`config.mk`:
```
export PLATFORM = sky130hd
export DESIGN_NAME = sign_narrower
export DESIGN_NICKNAME = d
export VERILOG_FILES = /design/src/rtl/sign_narrower.sv
export SDC_FILE = /design/constraint.sdc
export NUM_CORES = 1
export LEC_CHECK = 0
export ABC_CLOCK_PERIOD_IN_PS = 4300
export CAP_MARGIN = 20
export CORE_ASPECT_RATIO = 0.75
export CORE_MARGIN = 3
export CORE_UTILIZATION = 50
export DETAILED_ROUTE_END_ITERATION = 16
export GPL_ROUTABILITY_DRIVEN = 0
export PLACE_DENSITY = 0.88
export SYNTH_ARGS = -nofsm -noshare
export SYNTH_HDL_FRONTEND = slang
export SYNTH_SLANG_ARGS = --single-unit
```
`constraint.sdc`:
```
create_clock -name clk -period 4.3 [get_ports clk]
set_input_delay 0.86 -clock clk [delete_from_list [all_inputs] [get_ports clk]]
set_output_delay 0.86 -clock clk [all_outputs]
set_load 0.05 [all_outputs]
```
`src/rtl/sign_narrower.sv`:
```
// rtl/sign_narrower.sv - 32-to-16 bit two's-complement narrower behind a 2-entry FIFO with overflow counting
// Optional saturation on overflow is compiled in by defining SIGN_NARROWER_SAT_EN.

module sign_narrower #(
  parameter int CNT_W = 8
) (
  input  logic             clk,
  input  logic             rst_n,
  input  logic             inValid,
  input  logic [31:0]      numIn,
  output logic             inReady,
  output logic             outValid,
  input  logic             outReady,
  output logic [15:0]      numOut,
  output logic             ovf,
  input  logic             ovfClear,
  output logic [CNT_W-1:0] ovfCount
);

  logic [1:0]       occ_q, occ_d;
  logic             rdy_q, rdy_d;
  logic [15:0]      head_num_q, head_num_d;
  logic             head_ovf_q, head_ovf_d;
  logic [15:0]      tail_num_q, tail_num_d;
  logic             tail_ovf_q, tail_ovf_d;
  logic [CNT_W-1:0] cnt_q, cnt_d;

  logic        in_ovf;
  logic [15:0] in_num;
  logic        push;
  logic        pop;

  // The word fits in 16 bits only when bits 31..15 all repeat the sign.
  always_comb begin
    in_ovf = ~((&numIn[31:15]) | ~(|numIn[31:15]));
`ifdef SIGN_NARROWER_SAT_EN
    in_num = in_ovf ? (numIn[31] ? 16'h8000 : 16'h7FFF) : numIn[15:0];
`else
    in_num = numIn[15:0];
`endif
  end

  // inReady comes from a register so outReady never reaches it combinationally.
  assign push = inValid & rdy_q;
  assign pop  = outReady & (occ_q != 2'd0);

  always_comb begin
    occ_d      = occ_q;
    head_num_d = head_num_q;
    head_ovf_d = head_ovf_q;
    tail_num_d = tail_num_q;
    tail_ovf_d = tail_ovf_q;
    case ({push, pop})
      2'b10: begin
        if (occ_q == 2'd0) begin
          head_num_d = in_num;
          head_ovf_d = in_ovf;
          occ_d      = 2'd1;
        end else begin
          tail_num_d = in_num;
          tail_ovf_d = in_ovf;
          occ_d      = 2'd2;
        end
      end
      2'b01: begin
        // Head is left untouched when draining to empty, keeping outputs stable.
        if (occ_q == 2'd2) begin
          head_num_d = tail_num_q;
          head_ovf_d = tail_ovf_q;
        end
        occ_d = occ_q - 2'd1;
      end
      2'b11: begin
        head_num_d = in_num;
        head_ovf_d = in_ovf;
      end
      default: ;
    endcase
    rdy_d = (occ_d != 2'd2);
  end

  always_comb begin
    cnt_d = cnt_q;
    if (ovfClear) begin
      cnt_d = (push & in_ovf) ? CNT_W'(1) : '0;
    end else if (push & in_ovf & ~(&cnt_q)) begin
      cnt_d = cnt_q + CNT_W'(1);
    end
  end

  always_ff @(posedge clk or negedge rst_n) begin
    if (!rst_n) begin
      occ_q      <= 2'd0;
      rdy_q      <= 1'b0;
      head_num_q <= 16'h0000;
      head_ovf_q <= 1'b0;
      tail_num_q <= 16'h0000;
      tail_ovf_q <= 1'b0;
      cnt_q      <= '0;
    end else begin
      occ_q      <= occ_d;
      rdy_q      <= rdy_d;
      head_num_q <= head_num_d;
      head_ovf_q <= head_ovf_d;
      tail_num_q <= tail_num_d;
      tail_ovf_q <= tail_ovf_d;
      cnt_q      <= cnt_d;
    end
  end

  assign inReady  = rdy_q;
  assign outValid = (occ_q != 2'd0);
  assign numOut   = head_num_q;
  assign ovf      = head_ovf_q;
  assign ovfCount = cnt_q;

endmodule

```
# Yosys cells after proc, flatten, opt, wreduce, memory -nomap -nowiden
# Cells that the tools add are included.
[word_totals]
reg_bits = 45
word_cells = 45
mem_count = 0
in_bits = 37
output_inout_bits = 27
ramBits = 0
mem_bits_ro = 0
latch_bits = 0
[op_classes]
bitwise_logic = 9
div = 0
multipliers = 0
add_sub_neg = 2
mux = 11
order_cmp = 0
reduce_logical = 9
n_shift = 0
n_eq_ne = 7
[ops]
columns = ["op", "n"]
rows = [
  ["one-hot mux 16 bit (3 select lines)", 1],
  ["two-way mux 16 bit", 2],
  ["AND reduction 17 bit", 1],
  ["OR reduction 17 bit", 1],
  ["two-way mux 8 bit", 2],
  ["adder 8 x 1 -> 8 bit, second input constant", 1],
  ["AND reduction 8 bit", 1],
  ["== test 2 bit, second input constant", 3],
  ["!= test 2 bit, second input constant", 3],
  ["bitwise AND 1 bit", 4],
  ["inverter 1 bit", 4],
  ["one-hot mux 2 bit (2 select lines)", 1],
  ["nonzero test 2 bit", 2],
  ["two-way mux 1 bit", 3],
  ["one-hot mux 1 bit (3 select lines)", 1],
  ["AND reduction 3 bit", 1],
  ["nonzero test 3 bit", 1],
  ["== test 2 x 1 -> 1 bit, second input constant", 1],
  ["logical NOT 2 bit", 1],
  ["two-way mux 2 bit", 1],
  ["AND reduction 2 bit", 1],
  ["subtractor 2 x 1 -> 2 bit, second input constant", 1],
  ["bitwise OR 1 bit", 1],
]

# Depth between registers and ports, before layout
[logic_depth]
ltp_word = 8
ltp_mapped = 11
ltp_nobuf = 10

# Worst setup path before layout
# No wires, ideal clock.
[synth_path]
path_kind = "input-to-reg"
startpoint = "input port outReady"
endpoint = "register tail_num_q[10]"
n_path_buf = 2
cell_stages = 7
setup_slack_ns = 1.916
required_time_ns = 4.175
setup_time_ns = 0.125
arrival_ns = 2.259
cell_sequence = "nor2b_1 -> inv_1 -> ha_1 -> nand2_1 -> clkbuf_1 -> buf_2 -> mux2_2"
[synth_via]
elab_chain_cells = 3
[synth_lines]
columns = ["element", "line", "rtl"]
rows = [
  ["start, declared", "13", "input logic outReady,"],
  ["bitwise AND 1 bit", "45", "assign pop = outReady & (occ_q != 2'd0);"],
  ["== test 2 bit", "53", "case ({push, pop})"],
  ["AND reduction 2 bit (no line)", "-", ""],
  ["end signal, assigned", "105", "tail_num_q <= tail_num_d;"],
  ["end, declared", "24", "logic [15:0] tail_num_q, tail_num_d;"],
]
# No other way between the ends.
# A chain may end at the register's enable or synchronous reset.

# Final worst setup path
[layout_path]
startpoint = "register occ_q[0]"
endpoint = "output port outValid"
[layout_via]
elab_chain_cells = 1
[layout_lines]
columns = ["element", "line", "rtl"]
rows = [
  ["start, declared", "20", "logic [1:0] occ_q, occ_d;"],
  ["start signal, assigned", "93", "occ_q <= 2'd0;"],
  ["start signal, assigned", "101", "occ_q <= occ_d;"],
  ["nonzero test 2 bit", "112", "assign outValid = (occ_q != 2'd0);"],
  ["end, declared", "12", "output logic outValid,"],
]
# No other way between the ends.

==> flow_metrics.py <==
metrics = {
    "worst_setup_path": {
        "required_ns": 3.44,
        "crit_type": "reg -> out",
        "crit_fanout": 3,
        "cp_data_arrival_time_ns": 1.87,
        "endpoint_kind": "output port",
        "worstSetupStartpointType": "register",
    },
    "timing": {
        "fin_setup_tns_ns": 0,
        "timing.hold.ws_ns": 0.506,
        "finalSetupViolCount": 0,
        "fmax_mhz": 366,
        "rsz0062_at_grt": "false",
        "report.final.slew_viol_count": 0,
        "hold_viol": 0,
        "worst_pin_slew_ns": 0.963,
        "setup_ws_ns": 1.57,
        "fin_skew_ns": 0.00812,
        "relSlewSlack_pct": 35.8,
        "fin_crit_sh_pct": 63.6,
        "fin_crit_ns": 2.73,
    },
    "yosys": {
        "synth_xor_area_share_pct": 0.406,
        "ys_types": 36,
        "synth_fp_nets": 241,
        "ys.flop_type": "dfrtp_1",
        "synthAdderAreaFrac_pct": 3.48,
        "netlist_instances": 198,
        "synth-simple-area-share_pct": 14.6,
        "async_reset_ff_share_pct": 100,
        "ys_warn_count": 0,
        "synth_compound_area_share_pct": 8.70,
        "yosysSeqAreaShare_pct": 52.2,
        "ys_seq_elements": 45,
        "synth_edf_count": 0,
        "synthMuxAreaShare_pct": 17.3,
        "syn_area_per_cell_um2": 10.9,
        "synth_area_um2": 2160,
        "synth_top_family_by_area": "multiplexers",
    },
    "final_layout": {
        "final_common_cell": "clkdlybuf4s50_1",
        "fillers": 308,
        "seq_area_um2": 1130,
        "drive_above_1_share_pct": 11.5,
        "layout.nets": 305,
        "area_growth_pct": 34.7,
        "diodes": 0,
        "multiInputGateArea_um2": 961,
        "finalInstanceArea_um2": 2910,
        "layout_common_cells": "clkdlybuf4s50_1, dfrtp_1, nor2_1",
    },
    "grt": {
        "gr-total-overflow": 0,
        "grt_start_max_net_pins": 46,
        "gr-usage-met2_pct": 33.0,
        "grt_pass1_wl_um": 7980,
        "grt_pass1_vias": 1738,
        "grt_util_met1_pct": 25.6,
        "antenna_found_initial": 0,
        "busiest_layer": "met2",
        "grtUsageMet3_pct": 5.62,
        "grt_use_total_pct": 20.1,
    },
    "cts": {
        "postCtsHoldBufs": 0,
        "cts_buffer_depth": 2,
        "clockRootBuffer": "clkbuf_8",
        "postCtsSetupBuffers": 0,
        "clkTransAtPathRegs_ns": 0.08,
        "cts_tree": "done",
        "post_cts_resize_count": 0,
        "cts-htree-levels": 2,
        "numCtsBuffers": 5,
        "clkLatencyLatePin_ns": 0.29,
        "clock_sinks": 45,
    },
    "power": {
        "power_density_nw_per_um2": 688,
        "vdd_drop_max_uv": 444,
        "leakage_nw": 1.21,
        "p_switching_mw": 0.883,
        "pwr-share-seq_pct": 35.6,
        "power_frac_comb_pct": 52.6,
        "clkPwrFrac_pct": 11.8,
        "switching_share_pct": 44.1,
        "power.internal_mw": 1.12,
    },
    "min_path": {
        "hp-class": "reg -> reg",
    },
    "routing": {
        "wl_um": 4780,
        "vias": 1708,
        "first_iter_violations": 120,
        "viasPerCell": 5.41,
        "drtPass1Iterations": 4,
        "wl_per_cell_um": 15.1,
        "drc_errors": 0,
        "ant_nets": 0,
    },
    "floorplanning": {
        "rows": 20,
        "die_h_um": 62.9,
        "core_area_um2": 4100,
        "dieArea_um2": 5150,
        "pin_count": 64,
        "die_w_um": 81.9,
        "start_util_pct": 52.6,
    },
    "placement": {
        "dp_slack_ns": 1.32,
        "dpl_cell_area_um2": 2830,
        "io_buffers": 63,
        "dp_hpwl_um": 3450,
    },
    "flow_run": {
        "maxCapViolations": 0,
    },
    "run_status": {
        "run_status": "finished, final reports clean",
    },
}
-- worst paths after layout --
kind,slack [ns],end,start,cells after the start
max,1.57,outValid,occ_q[0],4
max reg2reg,1.99,numOut[12],occ_q[0],11
min reg2reg,0.51,tail_ovf_q,tail_ovf_q,2
max in group asynchronous,2.98,ovfCount[4],rst_n,1
min in group asynchronous,0.72,numOut[11],rst_n,1
min,0.51,tail_ovf_q,tail_ovf_q,2
-- per-layer routing --
| metal | vias to the layer above | wire (µm) |
|---|---|---|
| met1 | 808 | 2050 |
| met4 | 0 | 27 |
| met5 | - | 0 |
| met3 | 4 | 335 |
| met2 | 69 | 2360 |
| li1 | 827 | - |
-- power groups by stage --
stage	Clock, mW	Combinational (mW)	Sequential [mW]
after floorplan	0	0.414	1.01
after global placement	0	1.02	0.707
after detailed placement	0	1.06	0.718
after CTS	0.243	1.06	0.712
after global routing	0.259	1.13	0.733
final	0.236	1.05	0.712
-- cells by family after synthesis --
logic type                 count (synthesis)
AOI/OAI and AO/OA                         32
adders and majority gates                  6
DFF                                       45
xor gates and xnor gates                   1
and+or+nand+nor                           62
buffers and inverters                     17
muxes                                     35
-- synth_stat cells (3+ instances only) --
cell / number / area [µm²]
nor4_1: 5 / 31.3
nand4_1: 4 / 25.0
a21oi_1: 19 / 95.1
nor2b_1: 4 / 25.0
nand2_1: 7 / 26.3
mux2_2: 18 / 203
ha_1: 6 / 75.1
clkbuf_1: 5 / 18.8
mux2i_1: 17 / 170
inv_1: 8 / 30.0
nand3_1: 3 / 15.0
o21ai_0: 4 / 20.0
dfrtp_1: 45 / 1130
nor2_1: 25 / 93.8
-- sequential cells by signal (all words and copies together) (netlist names) --
name,flops
ovfCount,8
tail_num_q,16
ovf,1
tail_ovf_q,1
inReady,1
occ_q,2
numOut,16
-- metrics by stage --
step | util, % | total power, mW | std cells
final | 70.9 | 2.00 | 316
after CTS | 70.9 | 2.02 | 316
after global routing | 70.9 | 2.12 | 316
after detailed placement | 69.1 | 1.77 | 310
after floorplan | - | 1.42 | 198
after global placement | 69.1 | 1.73 | 310
-- worst max-delay path, cell delays in order, from the launching register on --
cell and delay (ns):
dfrtp_1 0.36, inv_1 0.08, ha_1 0.24, inv_1 0.09, clkdlybuf4s50_1 0.81
-- final cells by class --
class | count | share of cell area, %
flip-flops and latches | 45 | 38.7
multi-input cells | 136 | 33.0
repair buffers | 66 | 22.3
clock buffers | 5 | 2.37
well taps | 55 | 2.37
inverters | 8 | 1.03
clock inverters | 1 | 0.172
(Power assumes the default switching activity.)
